File: config.mk
export PLATFORM = sky130hd
export DESIGN_NAME = mem_bus_bridge
export DESIGN_NICKNAME = d
export VERILOG_FILES = /design/src/rtl/mem_bus_bridge.sv
export SDC_FILE = /design/constraint.sdc
export NUM_CORES = 1
export LEC_CHECK = 0
export CELL_PAD_IN_SITES_DETAIL_PLACEMENT = 0
export CELL_PAD_IN_SITES_GLOBAL_PLACEMENT = 1
export CORE_ASPECT_RATIO = 1.25
export CORE_MARGIN = 1
export CORE_UTILIZATION = 30
export DETAILED_ROUTE_END_ITERATION = 16
export GPL_ROUTABILITY_DRIVEN = 0
export PLACE_DENSITY_LB_ADDON = 0.1
export SYNTH_ARGS = -nofsm -noshare
export SYNTH_HDL_FRONTEND = slang
export SYNTH_SLANG_ARGS = --single-unit
File: constraint.sdc
create_clock -name clk -period 3.8 [get_ports clk]
set_input_delay 0.76 -clock clk [delete_from_list [all_inputs] [get_ports clk]]
set_output_delay 0.76 -clock clk [all_outputs]
set_load 0.05 [all_outputs]
File: src/rtl/mem_bus_bridge.sv
// Multi-cycle bridge from the core load/store ports to a handshaked memory bus.
// Optional bus-wait abort is enabled with `define MEM_BUS_BRIDGE_TIMEOUT_EN.
module mem_bus_bridge #(
  parameter int W       = 32,
  parameter int TIMEOUT = 255
) (
  input  logic         clk,
  input  logic         rst,
  input  logic         load_en,
  input  logic [W-1:0] l_addr,
  output logic [W-1:0] l_data,
  input  logic         store_en,
  input  logic [W-1:0] s_addr,
  input  logic [W-1:0] s_data,
  output logic         stall,
  output logic         bus_req,
  output logic         bus_we,
  output logic [W-1:0] bus_addr,
  output logic [W-1:0] bus_wdata,
  input  logic [W-1:0] bus_rdata,
  input  logic         bus_ack,
  output logic         err
);

  typedef enum logic [1:0] {
    IDLE = 2'd0,
    BUSY = 2'd1,
    DONE = 2'd2
  } state_t;

  state_t       state;
  logic         req;
  logic [W-1:0] sel_addr;
  logic         aligned;
  logic         start;
  logic         timeout;

  assign req      = load_en | store_en;
  assign sel_addr = store_en ? s_addr : l_addr;
  assign aligned  = (sel_addr[1:0] == 2'b00);
  assign start    = (state == IDLE) && req && aligned;
  assign stall    = req && (state != DONE);

`ifdef MEM_BUS_BRIDGE_TIMEOUT_EN
  localparam logic [15:0] TO_LAST = 16'(TIMEOUT - 1);

  logic [15:0] to_cnt;

  // Counter value equals the number of unacknowledged BUSY cycles already elapsed.
  assign timeout = (state == BUSY) && !bus_ack && (to_cnt == TO_LAST);

  always_ff @(posedge clk) begin
    if (rst) begin
      to_cnt <= '0;
    end else if (start) begin
      to_cnt <= '0;
    end else if (state == BUSY && !bus_ack) begin
      to_cnt <= to_cnt + 16'd1;
    end
  end
`else
  logic unused_timeout;

  assign timeout        = 1'b0;
  assign unused_timeout = (TIMEOUT == 0);
`endif

  // NOTE: sequential state uses non-blocking assignments only, so every register
  // samples the pre-edge values regardless of statement order; reset is synchronous.
  always_ff @(posedge clk) begin
    if (rst) begin
      state     <= IDLE;
      bus_req   <= 1'b0;
      bus_we    <= 1'b0;
      bus_addr  <= '0;
      bus_wdata <= '0;
      l_data    <= '0;
      err       <= 1'b0;
    end else begin
      err <= 1'b0;
      case (state)
        IDLE: begin
          if (start) begin
            bus_addr <= sel_addr;
            bus_we   <= store_en;
            if (store_en) bus_wdata <= s_data;
            bus_req  <= 1'b1;
            // A simultaneous load is dropped in favour of the store and flagged.
            err      <= load_en & store_en;
            state    <= BUSY;
          end else if (req) begin
            l_data <= '0;
            err    <= 1'b1;
            state  <= DONE;
          end
        end
        BUSY: begin
          if (bus_ack) begin
            bus_req <= 1'b0;
            if (!bus_we) l_data <= bus_rdata;
            state   <= DONE;
          end else if (timeout) begin
            bus_req <= 1'b0;
            if (!bus_we) l_data <= '0;
            err     <= 1'b1;
            state   <= DONE;
          end
        end
        DONE:    state <= IDLE;
        default: state <= IDLE;
      endcase
    end
  end

endmodule

==> flow_summary.toml, run 1 <==
[outcome]
status = "completed"

[drt]
via_per_inst = 4.96
drtIter0Drc = 219
detail_route.wl_per_cell_um = 15.7
routed_wl_mm = 13.7
drc_errors = 0
via_count = 4337
detail-route-antenna-nets = 0
first_pass_iters = 4

[power_and_ir_drop]
p_leak_uw = 0.00253
p_per_area_nw_per_um2 = 368
ir_drop_mv = 0.303

[setup_path]
critPathKind = "in -> out"
crit_required_ps = 3040
cp_max_fo = 5
crit_path_max_incr_delay_ps = 830
cp.arrival_ps = 2410
cp_common_cell = "clkdlybuf4s50_1"
end_kind = "output pin"
r2r_start = "state[1]"
cp-startpoint = "load_en"
cp_slowest_cell = "clkdlybuf4s50_1"
crit_family = "buffers and inverters"
crit_chain = "clkdlybuf4s50_1 > nor2_1 > a21oi_1 > clkdlybuf4s50_1"
cp_num_buf_inv = 2
critPathLaunchType = "input port"

[cts]
h-tree-depth = 3
cts.sinks = 101
cts-root-buf = "clkbuf_16"
clkTransAtPathRegs_ps = 70
cts_resized = 0
post_cts.repair.setup_buffers = 0
cts_tree = "built"
clockBufferDepth = 2
cts_hold_buf = 0
clk_latency_ps = 340
cts_buffers = 9

[grt]
grt_pass1_vias = 4255
antenna_found_initial = 0
grt_max_degree = 111
grt_pass1_wl_mm = 21.2
grt_usage = 0.181
grt_overflow = 0

[synth]
netlist_area_um2 = 4400
synth_area_leaders = "dfxtp_1 (46%), a21oi_1 (7.5%), mux2_1 (6.9%), mux2i_1 (6.8%), a311oi_1 (6.4%)"
ys_ff_latch = 101
syn-num-nets = 623
synth.distinct_cells = 31
synth_cells = 490
ys_seq_area_frac = 0.459
avgSynthCellArea_um2 = 8.99
synth_top_area_share = 0.459
synth_top_area_cell = "dfxtp_1"
yosys_warnings = 0

[die]
die_x_um = 110
rows = 49
die_area_um2 = 15200
core_area_um2 = 14300
pin_count = 233
die_height_um = 137
start_util = 0.307

[timing]
finalHoldViolCount = 0
fin_worst_skew_ps = 5.64
min_period_over_period = 0.834
min_period_ps = 3170
slew_headroom = 0.269
slew_violations = 0
rsz0062_at_grt = "no"
clock.fmax_ghz = 0.316
finalSetupViolCount = 0
tns_ps = 0
worst_pin_slew_ps = 1100

[worst_hold_path]
hold_start = "bus_wdata[2]"
hp-class = "reg -> reg"

[run]
cap_violations = 0

[finish]
area_growth_pct = 62.1
drive_gt1_frac = 0.0532
insertedDiodeCount = 0
finalInstanceArea_um2 = 7140
nets = 825

[place]
placed_area_um2 = 6820
port_buffers = 232
dp_hpwl_mm = 9.38
-- cells by family after synthesis --
group	after synthesis	synth area share
simple gates	140	0.158
compound gates	139	0.193
flops	101	0.459
mux	60	0.145
buf+inv	50	0.0452
-- stage by stage --
step | setup WS, ps | total power [uW] | hold slack, ps | utilization | std cells
after global routing | 590 | 2750 | 493 | 0.498 | 874
after global placement | 660 | 1680 | 461 | 0.476 | 859
after detailed placement | 644 | 1680 | 467 | 0.476 | 859
final | 631 | 2630 | 474 | 0.498 | 874
after floorplan | 826 | 1420 | 507 | - | 490
after CTS | 640 | 2670 | 476 | 0.498 | 874
-- layout by cell type, fill, tap and decap left out, types with 3 or more instances in the layout --
cell,instances
clkdlybuf4s50_1,230
clkbuf_16,9
nor2b_1,30
nand3_1,32
nor2_1,32
a311oi_1,32
o21ai_0,33
nand2_1,33
mux2_1,27
a21oi_1,66
buf_4,9
mux2i_1,30
mux2_2,3
dfxtp_1,101
-- final timing paths --
check                                    end  depth (start not counted)  slack (ps)
worst max-delay path                   stall                          4         630
worst min-delay path            bus_wdata[2]                          2         470
worst max register to register    l_data[22]                          4        1760
worst min register to register  bus_wdata[2]                          2         470
-- worst reg2reg max path, cell delays in order (launching register included) --
cell and delay [ps]:
dfxtp_1 400, and4bb_2 720, buf_4 430, a21oi_1 130, a311oi_1 260
-- flip-flops by register name, summed over array words and instances (netlist names) --
register   cells
l_data        32
bus_wdata     32
bus_addr      32
bus_req        1
state          2
err            1
bus_we         1
-- Yosys cell counts, drive strengths merged --
| cell type | n |
|---|---|
| a211oi | 1 |
| a21oi | 66 |
| a311oi | 32 |
| and4bb | 1 |
| buf | 12 |
| clkbuf | 37 |
| dfxtp | 101 |
| inv | 1 |
| mux2 | 30 |
| mux2i | 30 |
| nand2 | 33 |
| nand2b | 2 |
| nand3 | 32 |
| nor2 | 33 |
| nor2b | 30 |
| nor3 | 3 |
| nor3b | 3 |
| o21ai | 33 |
| o21bai | 3 |
| o221a | 1 |
| o221ai | 1 |
| o31a | 1 |
| o32ai | 1 |
| or2 | 1 |
| or3 | 1 |
| or3b | 1 |
-- power breakdown --
part	switching (uW)	internal (uW)
registers	17.8	1090
logic	298	244
clock network	402	574
-- cell type report --
| cell class | instances | area [um2] |
|---|---|---|
| Timing Repair Buffer | 240 | 2370 |
| Inverter | 1 | 3.75 |
| Sequential cell | 101 | 2020 |
| Clock inverter | 6 | 88.8 |
| Multi-Input combinational cell | 339 | 2200 |
| Fill cell | 1386 | 7210 |
| Tap cell | 178 | 223 |
| Clock buffer | 9 | 225 |
-- routing by layer --
layer  track usage  wire (um)  vias up
met5             0          0        -
met1         0.202       5450     2035
met3        0.0506       1060       13
met2         0.321       6960      138
li1              -          -     2151
met4        0.0687        215        0
Power figures use the tool's default switching activity.
==> inputs of run 2 (changes only) <==
--- a/config.mk
+++ b/config.mk
@@ -9,7 +9,7 @@
 export CELL_PAD_IN_SITES_GLOBAL_PLACEMENT = 1
 export CORE_ASPECT_RATIO = 1.25
 export CORE_MARGIN = 1
-export CORE_UTILIZATION = 30
+export CORE_UTILIZATION = 28
 export DETAILED_ROUTE_END_ITERATION = 16
 export GPL_ROUTABILITY_DRIVEN = 0
 export PLACE_DENSITY_LB_ADDON = 0.1
==> constraint.sdc (replaced) <==
create_clock -name clk -period 3.1 [get_ports clk]
set_input_delay 0.62 -clock clk [delete_from_list [all_inputs] [get_ports clk]]
set_output_delay 0.62 -clock clk [all_outputs]
set_load 0.05 [all_outputs]
==> flow_summary.toml, run 2 (synthesis gave the netlist of run 1 again) <==
[outcome]
status = "completed"

[setup_path]
r2r_slack_ps = 1030
critPathLaunchType = "input port"
cp.arrival_ps = 2510
crit_required_ps = 3330
critPathKind = "in -> reg"
cp_max_fo = 44
end_kind = "register"

[cts]
cts.sinks = 101
cts_tree = "built"
cts_hold_buf = 0
post_cts.repair.setup_buffers = 0
clk_latency_ps = 350
cts_buffers = 9
h-tree-depth = 3
cts_resized = 0
clockBufferDepth = 2
clkTransAtPathRegs_ps = 60
cts-root-buf = "clkbuf_16"

[timing]
clock.fmax_ghz = 0.438
finalHoldViolCount = 0
rsz0062_at_grt = "no"
min_period_ps = 2280
tns_ps = 0
worst_pin_slew_ps = 673
min_period_over_period = 0.736
finalSetupViolCount = 0
fin_worst_skew_ps = 10.2
slew_headroom = 0.552
slew_violations = 0
setup_slack_ps = 819

[finish]
nets = 826
final_cell_mix = "clkdlybuf4s50_1 (229), dfxtp_1 (101), a21oi_1 (66), o21ai_0 (33), nand2_1 (33)"
final_cells = 906
area_growth_pct = 64.0
final_util = 0.475
largestRegisters = "bus_addr x32, bus_wdata x32, l_data x32"
fill_cells = 1483
insertedDiodeCount = 0
ff_latch_area_um2 = 2020
drive_gt1_frac = 0.0544
multiInputGateArea_um2 = 2200
finalInstanceArea_um2 = 7220
final_common_cell = "clkdlybuf4s50_1"

[power_and_ir_drop]
p_per_area_nw_per_um2 = 450
seq_power_share = 0.419
swShare = 0.275
p_leak_uw = 0.00255
internal_power_uw = 2350
p_clk_frac = 0.374
power_frac_comb = 0.207
ir_drop_mv = 0.211
p_sw_uw = 894

[grt]
antenna_found_initial = 0
grt_usage = 0.172
grt_overflow = 0
grt_max_degree = 63
grt_pass1_wl_mm = 21.8
grt_pass1_vias = 4379

[drt]
detail_route.wl_per_cell_um = 15.5
first_pass_iters = 5
drtIter0Drc = 234
via_per_inst = 4.84
via_count = 4387
detail-route-antenna-nets = 0
drc_errors = 0
routed_wl_mm = 14.0

[place]
post-place-ws_ps = 421
placed_area_um2 = 6900
dp_hpwl_mm = 10.0
dp.cells = 890
port_buffers = 232

[die]
start_util = 0.290
rows = 50
die_height_um = 142
die_x_um = 114
pin_count = 233
die_area_um2 = 16200
core_area_um2 = 15200

[worst_hold_path]
hp-class = "reg -> reg"

[run]
cap_violations = 0
-- run 2: power groups by stage --
stage               clock [uW]  sequential, uW  combinational, uW
floorplan                    0            1530                216
global placement             0            1390                674
detailed placement           0            1390                679
CTS                       1260            1360                681
global route              1310            1370                716
finish                    1210            1360                673
-- run 2: stage by stage --
step                hold WS (ps)  power, uW
global placement             460       2060
global route                 496       3390
floorplan                    507       1740
detailed placement           467       2070
CTS                          478       3300
finish                       474       3250
-- run 2: cell type report --
type,count,share of cell area
timing repair buffer,241,0.335
multi-input combinational,339,0.305
sequential,101,0.280
tap,208,0.0360
clock buffer,11,0.0322
clock inverter,5,0.0118
inverter,1,0.000520
-- run 2: critical path: stages --
cell	delay (ps)
clkdlybuf4s50_1	410
nor3_2	410
o221ai_4	370
buf_12	300
mux2_1	340
-- run 2: per-layer routing --
| metal | global-route usage | vias up | part of all wire |
|---|---|---|---|
| met1 | 0.191 | 2029 | 0.41 |
| met4 | 0.0868 | 0 | 0.029 |
| li1 | - | 2159 | - |
| met3 | 0.0426 | 23 | 0.068 |
| met5 | 0 | - | 0 |
| met2 | 0.301 | 176 | 0.49 |
-- run 2: worst paths after layout --
check	start	endpoint	cells after the start
worst min register to register	bus_wdata[31]	bus_wdata[31]	2
worst max-delay path	l_addr[0]	bus_addr[23]	5
worst min-delay path	bus_wdata[31]	bus_wdata[31]	2
worst max register to register	state[1]	bus_addr[23]	5
==> edit 1 (settings of run 1) <==
The 3 states of `state_t` get a one-hot encoding in 3 bits.
--- a/src/rtl/mem_bus_bridge.sv
+++ b/src/rtl/mem_bus_bridge.sv
@@ -22,10 +22,10 @@
   output logic         err
 );
 
-  typedef enum logic [1:0] {
-    IDLE = 2'd0,
-    BUSY = 2'd1,
-    DONE = 2'd2
+  typedef enum logic [2:0] {
+    IDLE = 3'b001,
+    BUSY = 3'b010,
+    DONE = 3'b100
   } state_t;
 
   state_t       state;
Function: same outputs for any inputs over 4 cycles, from zero or initial values and one cycle with rst high; so few cycles prove little.
==> edit 1 against run 1 <==
- sequential cell count increased by 1
- final area increased by 2.2%
- critical path depth unchanged
- setup slack got worse by 0.043 ns
- area after synthesis increased by 4.2%
- register-to-register slack improved by 0.09 ns
- die area increased by 4.1%
- utilization decreased by 0.96 points
- non-clock buffer count increased by 4
- power increased by 1.5%
- count of clock-buffer cells in the layout increased by 2
- wire length increased by 7.9%
- sequential share of layout area decreased by 0.34 points
==> edit 1: results (changes against run 1) <==
Outcome - finished, final reports clean
Worst hold path endpoint - bus_wdata[23]$_SDFFE_PP0P_
Largest net degree at the start of global routing - 68 (-39%)
Worst hold slack - 0.4543 ns (-0.01999 ns)
Metal-1 WL - 6266 um (+15%)
Worst hold path startpoint - bus_wdata[23]$_SDFFE_PP0P_
CTS buffer count - 9 (unchanged)
Min-delay worst type - register to register
Clock Path Buffers - 2 (unchanged)
Arrival time at the worst endpoint - 2.45 ns (+0.04 ns)
Net count after synthesis - 668 (+7.2%)
Worst reg-to-reg setup slack - 1.85 ns (+0.09 ns)
R2R Path End - l_data[7]$_SDFFE_PP0P_
Routed length on met2 - 7256 um (+4.3%)
First-pass GRT wire length - 23230 um (+9.5%)
Layout cells sized above 1 - 7.672% (+2.4 points)
P_leak - 2.593 nW (+2.4%)
Root buffer cell - clkbuf_16
DR vias/cell - 4.981 (+0.37%)
IR drop worst, VDD - 187.7 uV (-38%)
Final nets - 872 (+5.7%)
Sequential-to-total area share from yosys stat - 44.49% (-1.4 points)
Clk_lat worst skew - 0.34 ns (about the same)
Top post-synthesis cells by count - 102 x dfxtp_1, 98 x nand2_1, 64 x nand3_1, 37 x nor2_1, 35 x a21oi_1
1st-iter DRT viols - 213 (-2.7%)
Post-CTS sizing - 0 (unchanged)
Total Routing Usage GR - 18.47% (+0.40 points)
Avg WL per Cell - 15.97 um (+2.0%)
Largest fanout on the critical path - 7 (+2)
Met3 wire len - 1010 um (-5.1%)
Synth cell types - 30 (-3.2%)
Fin Clk Skew - 0.01134 ns (+0.005695 ns)
Worst reg2reg path startpoint - state[0]$_SDFFE_PP1P_
Slew HR - 41.92% (+15 points)
DP HPWL - 10290 um (+9.7%)
Ranking of synthesized cells by area - dfxtp_1 44%, nand2_1 8.0%, nand3_1 7.0%, mux2i_1 6.5%, o2111ai_1 6.1%
[edit 1: cell types whose count changed after synthesis, sizes merged, moves of 4 or more]
cell     before  now
nand2        33   98
nand3        32   64
clkbuf       37   23
a311oi       32    0
a211oi        1   32
mux2         30    0
o21ai        33    1
o2111ai       0   32
a21oi        66   35
buf          12   28
nor2         33   37
[edit 1: logic make-up after synthesis]
| logic type | synth area share, % |
|---|---|
| flops | 44.49 |
| buf+inv | 5.371 |
| compound gates | 18.73 |
| mux | 6.543 |
| simple gates | 24.86 |
[edit 1: area by class of cell]
type / instances / area [um2]
fillers: 1474 / 7656
repair buffers: 244 / 2417
multi-input cells: 381 / 2321
flip-flops and latches: 102 / 2042
clock buffers: 11 / 252.7
well taps: 182 / 227.7
clock inverters: 4 / 31.28
inverters: 1 / 3.754
[edit 1: critical path, cell delays in order]
cell and delay, ns:
clkdlybuf4s50_1 0.64, nor2_1 0.07, a21oi_1 0.16, clkdlybuf4s50_1 0.83
[edit 1: where the power goes]
part	internal, mW	switching, mW	leakage, nW
Sequential	1.11	0.0263	0.827
Combinational	0.268	0.374	1.64
Clock	0.479	0.406	0.130
Total	1.86	0.806	2.59
[edit 1: through the flow]
| stage | setup slack, ns | cell area, um2 | cells | power, mW |
|---|---|---|---|---|
| floorplan | 0.8398 | 4589 | 535 | 1.524 |
| global placement | 0.6257 | 7012 | 910 | 1.804 |
| detailed placement | 0.5996 | 7012 | 910 | 1.811 |
| CTS | 0.5847 | 7296 | 925 | 2.700 |
| global route | 0.5226 | 7296 | 925 | 2.784 |
| finish | 0.5877 | 7296 | 925 | 2.666 |
[edit 1: worst max-delay path by stage]
| stage | from | to | cells past startpoint |
|---|---|---|---|
| final | load_en | stall | 4 |
| after global routing | load_en | stall | 4 |
| after CTS | load_en | stall | 4 |
| after detailed placement | load_en | stall | 4 |
| after global placement | load_en | stall | 4 |
| after floorplan | store_en | stall | 4 |
[edit 1: per-layer routing]
metal,vias up,GRT usage [%]
li1,2297,-
met1,2112,22.11
met2,183,32.46
met3,15,3.765
met4,0,6.667
met5,-,0
==> edit 2 (flow settings as in run 1) <==
Without the edit above. The parameter `W` goes from 32 to 16.
--- a/src/rtl/mem_bus_bridge.sv
+++ b/src/rtl/mem_bus_bridge.sv
@@ -1,7 +1,7 @@
 // Multi-cycle bridge from the core load/store ports to a handshaked memory bus.
 // Optional bus-wait abort is enabled with `define MEM_BUS_BRIDGE_TIMEOUT_EN.
 module mem_bus_bridge #(
-  parameter int W       = 32,
+  parameter int W       = 16,
   parameter int TIMEOUT = 255
 ) (
   input  logic         clk,
Ports: changed (7 resized); port bits go from 233 to 121. No check against the original RTL was run, so the function may have changed too.
==> edit 2 against run 1 <==
- final area down 46%
- wire length shrank 53%
- setup slack improved by 0.47 ns
- fmax grew 17%
- sequential share of layout area shrank 0.60 points
- global-route usage fell by 3.2 points
- area after synthesis fell by 43%
- die area shrank 43%
- utilization shrank 1.5 points
- power down 53%
- sequential cell count down 48
- critical path type unchanged
- largest cell class is now multi-input gates
- largest power group unchanged
==> edit 2: results (changes against run 1) <==
DP HPWL - 4440 um (-53%)
Fin Clk Skew - 0.005141 ns (-0.0004996 ns)
Arrival time at the worst endpoint - 1.94 ns (-0.47 ns)
Reg clk slew, reported paths - 0.09 ns (+0.02 ns)
Period utilization - 71.13% (-12 points)
N_diodes - 0 (unchanged)
Worst reg2reg path startpoint - state[1]$_SDFFE_PP0P_
H-tree depth - 2 (-1)
R2R Path End - bus_addr[15]$_SDFFE_PP0P_
Setup bufs post-CTS - 0 (unchanged)
1st-iter DRT viols - 77 (-65%)
Root buffer cell - clkbuf_8
Net count after synthesis - 327 (-48%)
Worst reg-to-reg setup slack - 1.73 ns (-0.03 ns)
DR vias/cell - 4.879 (-1.7%)
Synth cell types - 33 (+6.5%)
Setup crit start - store_en
Share of async-settable or async-resettable flops after synthesis - 0% (unchanged)
CTS buffer count - 5 (-4)
Layout cells sized above 1 - 12.57% (+7.3 points)
IR drop worst, VDD - 174.4 uV (-42%)
Min-delay worst type - register to register
Biggest regs - bus_addr (16), bus_wdata (16), l_data (16)
First-pass GRT wire length - 10760 um (-49%)
Fill count - 778 (-44%)
Outcome - finished, final reports clean
Clock Path Buffers - 2 (unchanged)
Reg2reg path depth - 4 (unchanged)
Initial antenna violation count - 0 (unchanged)
Largest net degree at the start of global routing - 57 (-49%)
Ranking of synthesized cells by area - dfxtp_1 43%, mux2_4 7.8%, a21oi_1 6.8%, a311oi_2 6.0%, mux2i_1 5.6%
Avg WL per Cell - 13.85 um (-12%)
Yosys warnings - 0 (unchanged)
Pre-CTS WS - 0.8282 ns (+0.1844 ns)
Largest fanout on the critical path - 8 (+3)
P_leak - 1.353 nW (-47%)
PortBufs - 120 (-48%)
Sw Share - 28.81% (+1.5 points)
Worst Tran Pin Value - 1.015 ns (-0.08125 ns)
Sequential-to-total area share from yosys stat - 42.55% (-3.4 points)
Post-CTS sizing - 0 (unchanged)
Total Routing Usage GR - 14.84% (-3.2 points)
Clk_lat worst skew - 0.30 ns (-0.04 ns)
Setup crit end - stall
Number of global-route vias before repair - 2242 (-47%)
Top post-synthesis cells by count - 53 x dfxtp_1, 34 x a21oi_1, 17 x nand2_1, 17 x o21ai_0
Initial DRT Pass Iterations - 4 (unchanged)
Final nets - 434 (-47%)
-- edit 2: changes by cell type after synthesis, moves of 17 or more --
cell	change
mux2_1	-27
a311oi_1	-26
dfxtp_1	-48
clkbuf_1	-27
nor2_1	-17
a21oi_1	-32
-- edit 2: how the worst min path moves through the flow --
stage	from	end	slack, ns	cells after the start
final	bus_wdata[12]$_SDFFE_PP0P_	bus_wdata[12]$_SDFFE_PP0P_	0.48	2
after global routing	bus_addr[0]$_SDFFE_PP0P_	bus_addr[0]$_SDFFE_PP0P_	0.50	1
after CTS	bus_wdata[12]$_SDFFE_PP0P_	bus_wdata[12]$_SDFFE_PP0P_	0.48	2
after detailed placement	bus_wdata[12]$_SDFFE_PP0P_	bus_wdata[12]$_SDFFE_PP0P_	0.47	2
after global placement	bus_wdata[2]$_SDFFE_PP0P_	bus_wdata[2]$_SDFFE_PP0P_	0.46	2
after floorplan	state[0]$_SDFFE_PP0P_	state[0]$_SDFFE_PP0P_	0.51	2
-- edit 2: layout make-up --
class | instances | area [um2] | share of cell area (%)
Clock inverter | 1 | 5.005 | 0.1308
Sequential cell | 53 | 1061 | 27.72
Timing Repair Buffer | 125 | 1244 | 32.49
Clock buffer | 7 | 96.34 | 2.517
Tap cell | 95 | 118.9 | 3.106
Multi-Input combinational cell | 179 | 1299 | 33.93
Inverter | 1 | 3.754 | 0.09807
-- edit 2: metal layers --
metal | vias to the layer above | wire length [um] | GRT usage, %
li1 | 1135 | - | -
met1 | 1038 | 2719 | 18.21
met2 | 71 | 3164 | 25.64
met3 | 5 | 441 | 4.286
met4 | 0 | 60 | 3.269
met5 | - | 0 | 0
-- edit 2: power by group through the flow --
stage | combinational (mW) | clock [mW] | sequential (mW)
after floorplan | 0.122 | 0 | 0.654
after global placement | 0.308 | 0 | 0.598
after detailed placement | 0.308 | 0 | 0.598
after CTS | 0.309 | 0.363 | 0.586
after global routing | 0.326 | 0.381 | 0.588
final | 0.304 | 0.345 | 0.585
-- edit 2: critical path, cell delays in order --
cell             delay (ns)
clkdlybuf4s50_1        0.69
nor2_1                 0.09
a21oi_1                0.23
buf_12                 0.18
-- edit 2: logic make-up (layout without fill, tap and decap cells) --
family / Yosys count / in the layout / synth area share [%]
AND/OR/NAND/NOR: 76 / 76 / 15.76
multiplexers: 28 / 28 / 13.90
buffers and inverters: 26 / 134 / 6.021
flip-flops: 53 / 53 / 42.55
AO/OA/AOI/OAI: 75 / 75 / 21.78
-- edit 2: per-stage QoR --
stage / cells / instance area [um2] / hold WS [ns]
global route: 461 / 3827 / 0.5003
finish: 461 / 3827 / 0.4766
CTS: 461 / 3827 / 0.4800
floorplan: 258 / 2494 / 0.5137
detailed placement: 453 / 3726 / 0.4667
global placement: 453 / 3726 / 0.4603
